File: config.mk
export PLATFORM = sky130hd
export DESIGN_NAME = am_regfile_writeback
export DESIGN_NICKNAME = d
export VERILOG_FILES = /design/src/rtl/am_regfile_writeback.sv
export SDC_FILE = /design/constraint.sdc
export NUM_CORES = 1
export LEC_CHECK = 0
export BUFFER_PORTS_ARGS = -buffer_cell sky130_fd_sc_hd__buf_2
export CAP_MARGIN = 20
export CORE_AREA = 5 5 127 129
export DETAILED_ROUTE_END_ITERATION = 12
export DIE_AREA = 0 0 132 134
export GPL_TIMING_DRIVEN = 0
export HOLD_SLACK_MARGIN = 0.1
export PLACE_DENSITY_LB_ADDON = 0.2
export RECOVER_POWER = 50
export SLEW_MARGIN = 0
export SYNTH_ARGS = -nofsm -noshare
export SYNTH_HDL_FRONTEND = slang
export SYNTH_SLANG_ARGS = --single-unit
export TNS_END_PERCENT = 20
File: constraint.sdc
create_clock -name clk -period 2.9 [get_ports clk]
set_input_delay 0.58 -clock clk [delete_from_list [all_inputs] [get_ports clk]]
set_output_delay 0.58 -clock clk [all_outputs]
set_load 0.02 [all_outputs]
File: src/rtl/am_regfile_writeback.sv
// Write-back end of the addressing-mode path: write FIFO feeding an 8x16 register file with two read ports and an R0 tap.
// Optional macro REGFILE_BYPASS_EN: reads forward the youngest matching queued write ahead of the array.
module am_regfile_writeback #(
  parameter int DATA_W = 16,
  parameter int ADDR_W = 3,
  parameter int QDEPTH = 2
) (
  input  logic              clk,
  input  logic              rst_n,
  input  logic              wr_valid,
  output logic              wr_ready,
  input  logic [15:0]       wr_addr,
  input  logic [DATA_W-1:0] wr_data,
  input  logic              wb_hold,
  input  logic [ADDR_W-1:0] rd1_addr,
  output logic [DATA_W-1:0] rd1_data,
  input  logic [ADDR_W-1:0] rd2_addr,
  output logic [DATA_W-1:0] rd2_data,
  output logic [DATA_W-1:0] acc_data,
  output logic              pending,
  output logic              addr_err
);
  localparam int NREG = 1 << ADDR_W;
  localparam int PW   = (QDEPTH > 1) ? $clog2(QDEPTH) : 1;
  localparam int CW   = $clog2(QDEPTH + 1);
  localparam logic [CW-1:0] DEPTH_C = CW'(QDEPTH);
  localparam logic [CW-1:0] ONE_C   = CW'(1);
  localparam logic [PW-1:0] LAST_C  = PW'(QDEPTH - 1);

  logic [DATA_W-1:0] regs_r   [NREG];
  logic [ADDR_W-1:0] q_addr_r [QDEPTH];
  logic [DATA_W-1:0] q_data_r [QDEPTH];
  logic [PW-1:0]     head_r;
  logic [PW-1:0]     tail_r;
  logic [CW-1:0]     count_r;
  logic              addr_err_r;
  logic              legal_s;
  logic              accept_s;
  logic              push_s;
  logic              pop_s;

  function automatic logic [PW-1:0] ptr_inc(input logic [PW-1:0] p);
    if (p == LAST_C) begin
      return {PW{1'b0}};
    end else begin
      return p + PW'(1);
    end
  endfunction

  // Array value, optionally overridden by the youngest queued write to the same index
  function automatic logic [DATA_W-1:0] read_port(input logic [ADDR_W-1:0] idx);
    logic [DATA_W-1:0] val;
    val = regs_r[idx];
`ifdef REGFILE_BYPASS_EN
    for (int i = 0; i < QDEPTH; i++) begin
      int slot;
      slot = int'(head_r) + i;
      if (slot >= QDEPTH) begin
        slot = slot - QDEPTH;
      end else begin
        slot = slot;
      end
      if ((i < int'(count_r)) && (q_addr_r[slot] == idx)) begin
        val = q_data_r[slot];
      end else begin
        val = val;
      end
    end
`endif
    return val;
  endfunction

  assign legal_s  = ((wr_addr >> ADDR_W) == 16'd0);
  assign wr_ready = (count_r < DEPTH_C);
  assign accept_s = wr_valid && wr_ready;
  assign push_s   = accept_s && legal_s;
  assign pop_s    = (count_r != {CW{1'b0}}) && !wb_hold;
  assign pending  = (count_r != {CW{1'b0}});
  assign addr_err = addr_err_r;

  // Queue pointers, occupancy and sticky illegal-address flag
  always_ff @(posedge clk or negedge rst_n) begin
    if (!rst_n) begin
      head_r     <= {PW{1'b0}};
      tail_r     <= {PW{1'b0}};
      count_r    <= {CW{1'b0}};
      addr_err_r <= 1'b0;
    end else begin
      if (push_s) tail_r <= ptr_inc(tail_r);
      if (pop_s)  head_r <= ptr_inc(head_r);
      case ({push_s, pop_s})
        2'b10:   count_r <= count_r + ONE_C;
        2'b01:   count_r <= count_r - ONE_C;
        default: count_r <= count_r;
      endcase
      if (accept_s && !legal_s) addr_err_r <= 1'b1;
    end
  end

  // Queue entry storage
  always_ff @(posedge clk or negedge rst_n) begin
    if (!rst_n) begin
      for (int i = 0; i < QDEPTH; i++) begin
        q_addr_r[i] <= {ADDR_W{1'b0}};
        q_data_r[i] <= {DATA_W{1'b0}};
      end
    end else if (push_s) begin
      q_addr_r[tail_r] <= wr_addr[ADDR_W-1:0];
      q_data_r[tail_r] <= wr_data;
    end
  end

  // Register array, written by the queue head on commit
  always_ff @(posedge clk or negedge rst_n) begin
    if (!rst_n) begin
      for (int i = 0; i < NREG; i++) begin
        regs_r[i] <= {DATA_W{1'b0}};
      end
    end else if (pop_s) begin
      regs_r[q_addr_r[head_r]] <= q_data_r[head_r];
    end
  end

  assign rd1_data = read_port(rd1_addr);
  assign rd2_data = read_port(rd2_addr);
  assign acc_data = read_port({ADDR_W{1'b0}});
endmodule

; Word level (Yosys, flattened, before mapping)
; Cells that the tools add are included.
[totals]
out_inout_bits = 51
elab_cells = 70
register_bits = 171
inputBits = 42
[classes]
n_eq_ne = 2
reduce_logical = 11
n_mux = 24
magnitude_cmp = 8
addsub = 4
bitwise = 5
[op_table]
columns = op, n
row1 = two-way mux 16 bit, 9
row2 = bitwise mux 128 bit, 1
row3 = binary-select mux 16 bit (select 3 bit), 2
row4 = demux 16 bit (select 3 bit), 1
row5 = bitwise mux 32 bit, 1
row6 = demux 16 bit (select 1 bit), 1
row7 = zero test 16 bit, 1
row8 = "greater-or-equal comparator 4 bit, second input constant", 3
row9 = two-way mux 3 bit, 4
row10 = NOT 3 -> 4 bit, 3
row11 = bitwise mux 6 bit, 1
row12 = logical AND 1 bit, 6
row13 = "greater-or-equal comparator 2 bit, second input constant", 2
row14 = "less-than comparator 4 x 1 -> 1 bit, second input constant", 1
row15 = NOT 1 -> 2 bit, 2
row16 = one-hot mux 2 bit (2 select lines), 1
row17 = nonzero test 2 bit, 2
row18 = demux 3 bit (select 1 bit), 1
row19 = "adder 1 bit, second input constant", 2
row20 = "adder 2 x 1 -> 2 bit, second input constant", 1
row21 = "equality test 2 x 1 -> 1 bit, second input constant", 1
row22 = "equality test 2 bit, second input constant", 1
row23 = zero test 1 bit, 2
row24 = "less-than comparator 2 x 1 -> 1 bit, second input constant", 1
row25 = 3 further kinds, 4

; Depth between registers and ports, before layout
; Gate-level depths: netlist of the first run.
[logic_depth]
word_depth = 10
ltp_mapped = 7
mapped_depth_nobuf = 7

; Worst setup path before layout of the first run
; Ideal clock, no wire load.
[synth_timing]
path_type = input to output
start = in rd1_addr[0]
end = out rd1_data[0]
cell_stages = 4
path_slack_ns = 0.379
path_buffers = 2
required_time_ns = 2.320
arrival_time_ns = 1.941
cell_sequence = clkbuf_1 buf_2 mux4_2 mux2_2
[synth_via]
elab_chain_len = 4
[synth_lines]
columns = element, line_no
row1 = from (decl), 15  ; input logic [ADDR_W-1:0] rd1_addr,
row2 = NOT 3 -> 4 bit (implied by the code), 53  ; val = regs_r[idx];
row3 = binary-select mux 16 bit (select 3 bit), 53
row4 = two-way mux 16 bit (implied by the code) (2 in a row), 53
row5 = to (decl), 16  ; output logic [DATA_W-1:0] rd1_data,
; No other way between the ends. The select of a mux whose other input is x is not followed.

; Final worst setup path of the first run
[layout_timing]
start = in rd2_addr[1]
end = out rd2_data[6]
[layout_via]
elab_chain_len = 4
[layout_lines]
columns = element, line_no
row1 = from (decl), 17  ; input logic [ADDR_W-1:0] rd2_addr,
row2 = NOT 3 -> 4 bit (implied by the code), 53
row3 = binary-select mux 16 bit (select 3 bit), 53
row4 = two-way mux 16 bit (implied by the code) (2 in a row), 53
row5 = to (decl), 18  ; output logic [DATA_W-1:0] rd2_data,
; No other way between the ends. The select of a mux whose other input is x is not followed.

==> results.ini, run 1 <==
[outcome]
status=finished with violations
violations=setup timing

[global_route]
grt_util_all_layers=0.272
grt_pass1_vias=6661
grt_overflow=0
grt_max_degree=122
antenna_found_initial=1
grt_pass1_wl_um=36700

[routing]
via_per_inst=6.38
vias=6330
wire_per_inst_um=23.5
wl_met3_um=2200
dr_wl_met2_um=11500
dr.pass1.iters=7
drtIter0Drc=652
wl_met1_um=8700
dr.max_layer_used=met5
drc=0
drtAntennaViolNets=0
wl_um=23300

[setup_path]
r2r_cells=5
critPathArrivalTime_ps=2340
worstReg2RegStart=head_r
reg2reg_slack_ps=460
r2r-end=acc_data[8]
worstSetupEndpointType=output port
cp-start-kind=primary input
startpoint=rd2_addr[1]
crit_required_ps=2320
criticalPathCategory=in2out
crit_fanout=10

[clock_tree]
clock_latency_ps=440
cts_tree=done
cts_buffer_depth=2
cts_buffers=17
htree_levels=4
cts_setup_buffers=0
cts-root-buf=clkbuf_16
clk_pin_slew_ps=60
clkSinkCount=171

[place]
portBuffers=88
gp_congestion=0.902
hpwl_um=15900

[die]
initial_core_util=0.577
core_area_mm2=0.0149
die_area_mm2=0.0177
rows=45
die_y_um=134
pin_count=93
die_w_um=132

[synth]
synth.cell_area_mm2=0.00861
syn_avg_cell_area_um2=12.6
yosysWarnings=0
syn_inst=682
ys_seq_area_frac=0.497
synth-seq-cells=171
synth_nets=725
synth_cell_types=40

[pwr]
p_per_area_mw_per_mm2=532
netSwitchingFraction=0.270
pwr-share-seq=0.465
net-switching-power_mw=1.41
total_power_mw=5.23
vdd_ir_drop_max_v=0.000582
p_leak_nw=4.67
pwr-share-clk=0.419
p_int_mw=3.82
combPwrFrac=0.116

[finish]
nNetsFinal=834
drive_gt1_frac=0.363
antennaDiodeCount=0
area_growth_pct=14.3

[sta]
tightestPinTransition_ps=1320
fin_worst_skew_ps=6.80
finalWorstSetupSlack_ps=-19.8
min_period_ps=2920
slew-limit-headroom=0.121
slew_violations=0
hold_violations=0
rsz0062_at_grt=true
finalSetupViolations=4
max_clock_freq_mhz=342
period_share=1.01
holdWs_ps=373

[min_path]
worstHoldStart=wr_data[10]
hp-class=in2reg
hold_depth=2
min_to=q_data_r[10]

[flow_run]
drv_cap=0

sequential cells by signal, summed over array words and instances, names as in the netlist:
signal and flops:
regs_r 112, head_r 1, q_addr_r 6, q_data_r 32, acc_data 16, count_r 2
tail_r 1, addr_err 1
cells by family (layout without fill, tap and decap cells):
group / after synthesis / in the layout / share of synthesized area
muxes: 152 / 152 / 0.289
xor gates and xnor gates: 5 / 5 / 0.00509
adders and majority gates: 1 / 1 / 0.00145
and+or+nand+nor: 149 / 149 / 0.0775
AOI/OAI and AO/OA: 138 / 138 / 0.0862
buffers and inverters: 66 / 188 / 0.0442
DFF: 171 / 171 / 0.497
synthesized netlist by cell type:
master	n	area (um^2)
mux2_4	20	300
buf_4	16	120
clkbuf_1	15	56.3
nor3b_2	1	12.5
mux2i_1	17	170
inv_1	2	7.51
nand2_1	64	240
nor2_1	66	248
nor3b_1	3	22.5
mux4_2	64	1440
nor4_4	2	42.5
nor2b_1	1	6.26
and3b_1	2	17.5
xnor2_1	5	43.8
buf_6	3	33.8
nand3b_1	1	7.51
mux2_2	51	574
nand4_1	1	6.26
o21bai_2	1	11.3
o211a_2	1	10.0
buf_2	27	135
ha_1	1	12.5
a211oi_4	1	20.0
a21o_1	1	7.51
a21oi_1	64	320
nand3_1	1	5.00
nand3_2	1	10.0
o21ai_1	6	30.0
buf_12	1	20.0
o211ai_1	4	30.0
o211a_1	1	10.0
or2_2	1	6.26
o21ai_0	58	290
dfrtp_1	171	4280
buf_1	2	7.51
nor3_1	2	10.0
and4_1	1	8.76
and3_1	1	6.26
nand3_4	1	17.5
a211oi_2	1	12.5
layout by cell type (no fill, tap or decap), types with 2 or more instances in the layout:
cell,count
a21oi_1,64
and3b_1,2
buf_1,2
buf_2,98
buf_4,19
buf_6,2
clkbuf_1,24
clkbuf_16,17
clkbuf_2,3
clkbuf_4,2
clkinv_2,2
clkinv_4,2
clkinvlp_4,4
dfrtp_1,171
inv_1,2
inv_6,6
mux2_1,9
mux2_2,51
mux2_4,11
mux2i_1,17
mux4_2,64
nand2_1,64
nand3_1,2
nor2_1,66
nor3_1,2
nor3b_1,4
nor4_4,2
o211ai_1,4
o21ai_0,58
o21ai_1,6
xnor2_1,5
through the flow:
step           setup TNS, ps  setup WS, ps  area, um^2  std cells   util
4_1_cts                -2.46         -2.46        9910        992  0.664
6_report               -63.8         -19.8        9840        992  0.659
3_3_place_gp         -216140         -1270        9290        958  0.622
5_1_grt                 -242         -34.6        9840        992  0.659
3_5_place_dp           -1740          -142        9320        959  0.625
2_1_floorplan              0           379        8610        682      -
worst max-delay path: stages:
cell             delay (ps)
buf_2                   180
clkdlybuf4s15_1         700
mux4_2                  440
mux2_2                  280
buf_2                   160
timing repair:
| action | 4_1_cts | 5_1_grt |
|---|---|---|
| endpoints found under the setup margin | 22 | 30 |
| gates resized for setup | 5 | 8 |
| hold buffers | 1 | 0 |
| hold endpoints to repair | 50 | 0 |
area by class of cell:
class,count,area (um^2)
sequential,171,4280
fill,1152,5080
multi-input combinational,445,3900
tap,188,235
clock buffer,17,425
inverter,2,7.51
timing repair buffer,90,467
buffer,64,384
clock inverter,15,140
worst max-delay path by stage:
stage,end,slack [ps],depth (start not counted)
finish,rd2_data[6],-20,5
global route,rd2_data[14],-30,5
CTS,rd2_data[14],-2,5
detailed placement,rd2_data[14],-140,5
global placement,q_data_r[26],-1270,1
floorplan,rd1_data[0],380,4
per-layer routing:
layer / track usage / up-vias
li1: - / 2692
met1: 0.350 / 3222
met2: 0.434 / 341
met3: 0.0709 / 73
met4: 0.131 / 2
met5: 0 / -
power by group through the flow:
stage | sequential [mW] | combinational [mW] | clock, mW
floorplan | 2.47 | 0.382 | 0
global placement | 2.47 | 0.590 | 0
detailed placement | 2.47 | 0.609 | 0
CTS | 2.43 | 0.616 | 2.21
global route | 2.43 | 0.653 | 2.32
finish | 2.43 | 0.607 | 2.19
(Power assumes the default switching activity.)
==> run 2, diff against run 1 <==
--- a/config.mk
+++ b/config.mk
@@ -6,10 +6,10 @@
 export NUM_CORES = 1
 export LEC_CHECK = 0
 export BUFFER_PORTS_ARGS = -buffer_cell sky130_fd_sc_hd__buf_2
-export CAP_MARGIN = 20
-export CORE_AREA = 5 5 127 129
+export CAP_MARGIN = 10
+export CORE_AREA = 2 2 124 126
 export DETAILED_ROUTE_END_ITERATION = 12
-export DIE_AREA = 0 0 132 134
+export DIE_AREA = 0 0 126 128
 export GPL_TIMING_DRIVEN = 0
 export HOLD_SLACK_MARGIN = 0.1
 export PLACE_DENSITY_LB_ADDON = 0.2
==> run 2 against run 1 <==
The flow now finishes without violations. Combinational power is 0.7% higher. Critical path type unchanged. Non-clock buffer count stayed put. Sequential share of layout area is 0.13 points lower. Worst setup slack better by 24 ps. Register-to-register slack worse by 100 ps. Total power hardly changed. Highest routed layer is now met4.
==> results.ini, run 2 (synthesis results as in run 1) <==
[die]
pin_count=93  ; unchanged
initial_core_util=0.579  ; was 0.577
die_area_mm2=0.0161  ; was 0.0177 mm^2
rows=45  ; unchanged
die_y_um=128  ; was 134 um
die_w_um=126  ; was 132 um
core_area_mm2=0.0149  ; about the same

[clock_tree]
clk_pin_slew_ps=70  ; was 60 ps
clock_latency_ps=430  ; was 440 ps
clkSinkCount=171  ; unchanged
cts-root-buf=clkbuf_16  ; unchanged
cts_buffer_depth=2  ; unchanged
cts_setup_buffers=0  ; unchanged
htree_levels=4  ; unchanged
cts_buffers=17  ; unchanged
cts_tree=done  ; unchanged

[routing]
wire_per_inst_um=23.1  ; was 23.5 um
wl_um=22900  ; was 23300 um
drc=0  ; unchanged
drtIter0Drc=576  ; was 652
via_per_inst=6.31  ; was 6.38
dr.pass1.iters=5  ; was 7
drtAntennaViolNets=0  ; unchanged
vias=6263  ; was 6330

[finish]
antennaDiodeCount=0  ; unchanged
layout_commonest_cell=dfrtp_1  ; unchanged
drive_gt1_frac=0.376  ; was 0.363
top_register=regs_r  ; unchanged
mostFrequentLayoutCells=dfrtp_1, buf_2, nor2_1  ; unchanged
post-route-util=0.664  ; was 0.659
area_growth_pct=14.6  ; was 14.3%
fillers=1115  ; was 1152
nNetsFinal=834  ; unchanged
stdcell_count=992  ; unchanged
largest_reg_flops=112  ; unchanged

[sta]
rsz0062_at_grt=true  ; unchanged
min_period_ps=2900  ; was 2920 ps
slew_violations=0  ; unchanged
max_clock_freq_mhz=345  ; was 342 MHz
fin_worst_skew_ps=7.93  ; was 6.80 ps
hold_violations=0  ; unchanged
finalWorstSetupSlack_ps=3.93  ; was -19.8 ps
slew-limit-headroom=0.0643  ; was 0.121
finalSetupViolations=0  ; was 4
fin_tns_setup_ps=0  ; was -63.8 ps
tightestPinTransition_ps=1400  ; was 1320 ps
period_share=0.999  ; was 1.01

[place]
portBuffers=88  ; unchanged
dpl_worst_slack_ps=-57.8  ; was -142 ps
dp_cells=959  ; unchanged
hpwl_um=15900  ; about the same
gp_congestion=0.874  ; was 0.902

[setup_path]
path_buf_inv=3  ; unchanged
slowest_stage=clkbuf_1  ; was clkdlybuf4s15_1
worstSetupEndpointType=output port  ; unchanged
crit_required_ps=2320  ; about the same
critPathArrivalTime_ps=2320  ; was 2340 ps
crit_path_cell_trace=buf_2 > clkbuf_1 > mux4_2 > mux2_2 > buf_2  ; was buf_2 > clkdlybuf4s15_1 > mux4_2 > mux2_2 > buf_2
crit_path_frequent_cell=buf_2  ; unchanged
max_stage_delay_ps=650  ; was 700 ps
crit_fanout=10  ; unchanged
criticalPathCategory=in2out  ; unchanged
critical-path-top-delay-family=buffers and inverters  ; unchanged
cp-start-kind=primary input  ; unchanged

[global_route]
grt_overflow=0  ; unchanged
grt_max_degree=118  ; was 122
antenna_found_initial=0  ; was 1
grt_pass1_wl_um=36100  ; was 36700 um
grt_util_all_layers=0.298  ; was 0.272
grt_pass1_vias=6617  ; was 6661

[min_path]
hp-class=in2reg  ; unchanged

[outcome]
status=completed  ; was finished with violations

[pwr]
vdd_ir_drop_max_v=0.000613  ; was 0.000582 V
p_leak_nw=4.69  ; was 4.67 nW
p_per_area_mw_per_mm2=530  ; was 532 mW/mm^2

[flow_run]
drv_cap=0  ; unchanged

==> run 2: what timing repair did <==
action,in CTS,in global routing
hold endpoints to repair,54,0
resized for setup,5,5
endpoints found under the setup margin,18,18
hold buffers,1,0
==> run 2: cell type report <==
| type | count | area [um^2] | share of cell area |
|---|---|---|---|
| clock buffers | 17 | 425 | 0.0431 |
| plain buffers | 64 | 388 | 0.0393 |
| repair buffers | 90 | 467 | 0.0473 |
| inverters | 2 | 7.51 | 0.000761 |
| clock inverters | 15 | 143 | 0.0145 |
| flip-flops and latches | 171 | 4280 | 0.434 |
| well taps | 188 | 235 | 0.0238 |
| multi-input cells | 445 | 3920 | 0.398 |
==> run 2: path summary, 6_finish.rpt <==
path	startpoint	to	slack, ps	depth (start not counted)
min reg2reg	addr_err	addr_err	480	1
min in group asynchronous	rst_n	acc_data[2]	1000	2
max reg2reg	head_r	acc_data[8]	360	5
max in group asynchronous	rst_n	q_data_r[13]	690	3
min	wr_addr[1]	q_addr_r[4]	390	2
max	rd2_addr[1]	rd2_data[15]	4	5
==> run 2: metrics by stage <==
| stage | instance area, um^2 | power (mW) | hold slack, ps |
|---|---|---|---|
| 6_report | 9870 | 5.23 | 395 |
| 3_5_place_dp | 9320 | 3.09 | 471 |
| 2_1_floorplan | 8610 | 2.85 | 284 |
| 5_1_grt | 9870 | 5.41 | 391 |
| 4_1_cts | 9910 | 5.26 | 388 |
| 3_3_place_gp | 9290 | 3.06 | 438 |
==> run 2: report_power, final <==
group          internal, mW  switching (mW)
clock network          1.20           0.997
logic                 0.216           0.395
registers              2.41          0.0208
total                  3.82            1.41
==> run 2: layer usage <==
metal | track usage | up-vias | share of wire
li1 | - | 2691 | -
met1 | 0.385 | 3157 | 0.37
met2 | 0.479 | 350 | 0.50
met4 | 0.129 | 0 | 0.037
met5 | 0 | - | 0
met3 | 0.0839 | 65 | 0.097
==> run 3, diff against run 2 <==
--- a/config.mk
+++ b/config.mk
@@ -12,8 +12,7 @@
 export DIE_AREA = 0 0 126 128
 export GPL_TIMING_DRIVEN = 0
 export HOLD_SLACK_MARGIN = 0.1
-export PLACE_DENSITY_LB_ADDON = 0.2
-export RECOVER_POWER = 50
+export PLACE_DENSITY = 0.85
 export SLEW_MARGIN = 0
 export SYNTH_ARGS = -nofsm -noshare
 export SYNTH_HDL_FRONTEND = slang
==> run 3 against run 2 <==
Global-route usage up 0.50 points. Largest power group unchanged. Critical path depth unchanged. Clock skew up 1.3 ps. Fmax is 0.14% higher. Clock-buffer cell count up 5. First-iteration DRC count is 34% higher. Flip-flop and latch count did not move.
==> results.ini, run 3 (synthesis results as in run 1) <==
[outcome]
status=completed  ; unchanged

[pwr]
p_int_mw=4.01  ; was 3.82 mW
total_power_mw=5.35  ; was 5.23 mW
combPwrFrac=0.114  ; was 0.117
pwr-share-clk=0.431  ; was 0.419
netSwitchingFraction=0.250  ; was 0.270
pwr-share-seq=0.454  ; was 0.464
p_leak_nw=4.74  ; was 4.69 nW
net-switching-power_mw=1.34  ; was 1.41 mW
p_per_area_mw_per_mm2=539  ; was 530 mW/mm^2
vdd_ir_drop_max_v=0.000532  ; was 0.000613 V

[die]
pin_count=93  ; unchanged
die_y_um=128  ; unchanged
core_area_mm2=0.0149  ; unchanged
rows=45  ; unchanged
initial_core_util=0.579  ; unchanged
die_area_mm2=0.0161  ; unchanged
die_w_um=126  ; unchanged

[sta]
finalWorstSetupSlack_ps=8.12  ; was 3.93 ps
min_period_ps=2890  ; was 2900 ps
fin_worst_skew_ps=9.19  ; was 7.93 ps
slew-limit-headroom=0.371  ; was 0.0643
max_clock_freq_mhz=346  ; was 345 MHz
tightestPinTransition_ps=918  ; was 1400 ps
period_share=0.997  ; was 0.999
fin_tns_setup_ps=0  ; unchanged
slew_violations=0  ; unchanged
finalSetupViolations=0  ; unchanged
hold_violations=0  ; unchanged

[finish]
drive_gt1_frac=0.385  ; was 0.376
fillers=1095  ; was 1115
largest_reg_flops=112  ; unchanged
area_growth_pct=15.3  ; was 14.6%
nNetsFinal=833  ; was 834
top_register=regs_r  ; unchanged
mostFrequentLayoutCells=dfrtp_1, buf_2, nor2_1  ; unchanged
post-route-util=0.668  ; was 0.664
layout_commonest_cell=dfrtp_1  ; unchanged
antennaDiodeCount=0  ; unchanged
fin_area_mm2=0.00993  ; was 0.00987 mm^2

[clock_tree]
cts_buffer_depth=2  ; unchanged
cts_setup_buffers=0  ; unchanged
clk_pin_slew_ps=60  ; was 70 ps
clkSinkCount=171  ; unchanged
cts-root-buf=clkbuf_16  ; unchanged
htree_levels=4  ; unchanged
cts_buffers=17  ; unchanged
cts_tree=done  ; unchanged
clock_latency_ps=440  ; was 430 ps
postCtsHoldBufs=0  ; was 1

[global_route]
antenna_found_initial=0  ; unchanged
grt_max_degree=110  ; was 118
grt_pass1_vias=6616  ; was 6617
grt_util_all_layers=0.303  ; was 0.298
grt_pass1_wl_um=36400  ; was 36100 um
grt_overflow=0  ; unchanged

[setup_path]
max_stage_delay_ps=660  ; was 650 ps
slowest_stage=clkbuf_1  ; unchanged
startpoint=rd2_addr[1]  ; unchanged
crit_fanout=10  ; unchanged
worstReg2RegStart=count_r[0]  ; was head_r
crit_path_cell_trace=buf_2 > clkbuf_1 > mux4_2 > mux2_2 > buf_2  ; unchanged
critPathArrivalTime_ps=2310  ; was 2320 ps
r2r_cells=5  ; unchanged
criticalPathCategory=in2out  ; unchanged
r2r-end=regs_r[85]  ; was acc_data[8]
cp-start-kind=primary input  ; unchanged
crit_required_ps=2320  ; about the same
reg2reg_slack_ps=590  ; was 360 ps
worstSetupEndpointType=output port  ; unchanged
crit_path_frequent_cell=buf_2  ; unchanged

[place]
placed_area_mm2=0.00932  ; unchanged
portBuffers=88  ; unchanged
hpwl_um=15400  ; was 15900 um
gp_congestion=0.857  ; was 0.874
dpl_worst_slack_ps=-22.7  ; was -57.8 ps

[routing]
dr.pass1.iters=6  ; was 5
drc=0  ; unchanged
wl_um=23000  ; was 22900 um
drtAntennaViolNets=0  ; unchanged
wire_per_inst_um=23.3  ; was 23.1 um
vias=6378  ; was 6263
via_per_inst=6.46  ; was 6.31
drtIter0Drc=769  ; was 576

[flow_run]
drv_cap=0  ; unchanged

[min_path]
hp-class=in2async  ; was in2reg

[run 3: cell types whose count changed in the layout (fill, tap and decap cells not counted), moves of 2 or more]
cell       before  now
clkinv_4        4    0
clkbuf_8        0    2
clkbuf_1       23   15
buf_2          98  108
bufinv_16       1    3
inv_6           3    0
[run 3: power groups by stage]
stage / logic, mW / registers [mW] / clock network, mW
6_report: 0.611 / 2.43 / 2.31
3_5_place_dp: 0.600 / 2.48 / 0
2_1_floorplan: 0.382 / 2.47 / 0
3_3_place_gp: 0.586 / 2.48 / 0
5_1_grt: 0.656 / 2.43 / 2.41
4_1_cts: 0.605 / 2.43 / 2.31
[run 3: how the worst max path moves through the flow]
stage / slack [ps] / end / cells past startpoint
6_report: 8 / rd2_data[15] / 5
5_1_grt: -5 / rd2_data[15] / 5
4_1_cts: -30 / rd2_data[15] / 5
3_5_place_dp: -20 / rd1_data[15] / 5
3_3_place_gp: -1360 / q_data_r[17] / 1
2_1_floorplan: 380 / rd1_data[0] / 4
[run 3: metal layers]
| metal | up-vias | global-route usage | share of wire | wire, um |
|---|---|---|---|---|
| li1 | 2685 | - | - | - |
| met1 | 3239 | 0.400 | 0.38 | 8780 |
| met2 | 375 | 0.477 | 0.49 | 11200 |
| met3 | 79 | 0.0785 | 0.092 | 2130 |
| met4 | 0 | 0.145 | 0.039 | 892 |
| met5 | - | 0 | 0 | 0 |
[run 3: what timing repair did]
action                     in CTS  in global routing
setup endpoints to repair      15                 31
resized for setup               1                 16
pin swaps                       0                  0
[run 3: critical path: cells and delay by family]
family,cells,cell delay (ps)
mux,2,740
buf+inv,3,980
[run 3: layout make-up]
cell class                 count  area, um^2  area share
multi-input combinational    445        3950       0.398
buffer                        64         395      0.0398
tap                          188         235      0.0237
timing repair buffer          89         478      0.0481
inverter                       2        7.51    0.000756
sequential                   171        4280       0.431
clock inverter                 7         118      0.0118
clock buffer                  22         464      0.0468
[run 3: metrics by stage]
stage / hold slack (ps) / std cells
6_report: 83.3 / 988
5_1_grt: 128 / 988
4_1_cts: 101 / 988
3_5_place_dp: 475 / 959
3_3_place_gp: 445 / 958
2_1_floorplan: 284 / 682
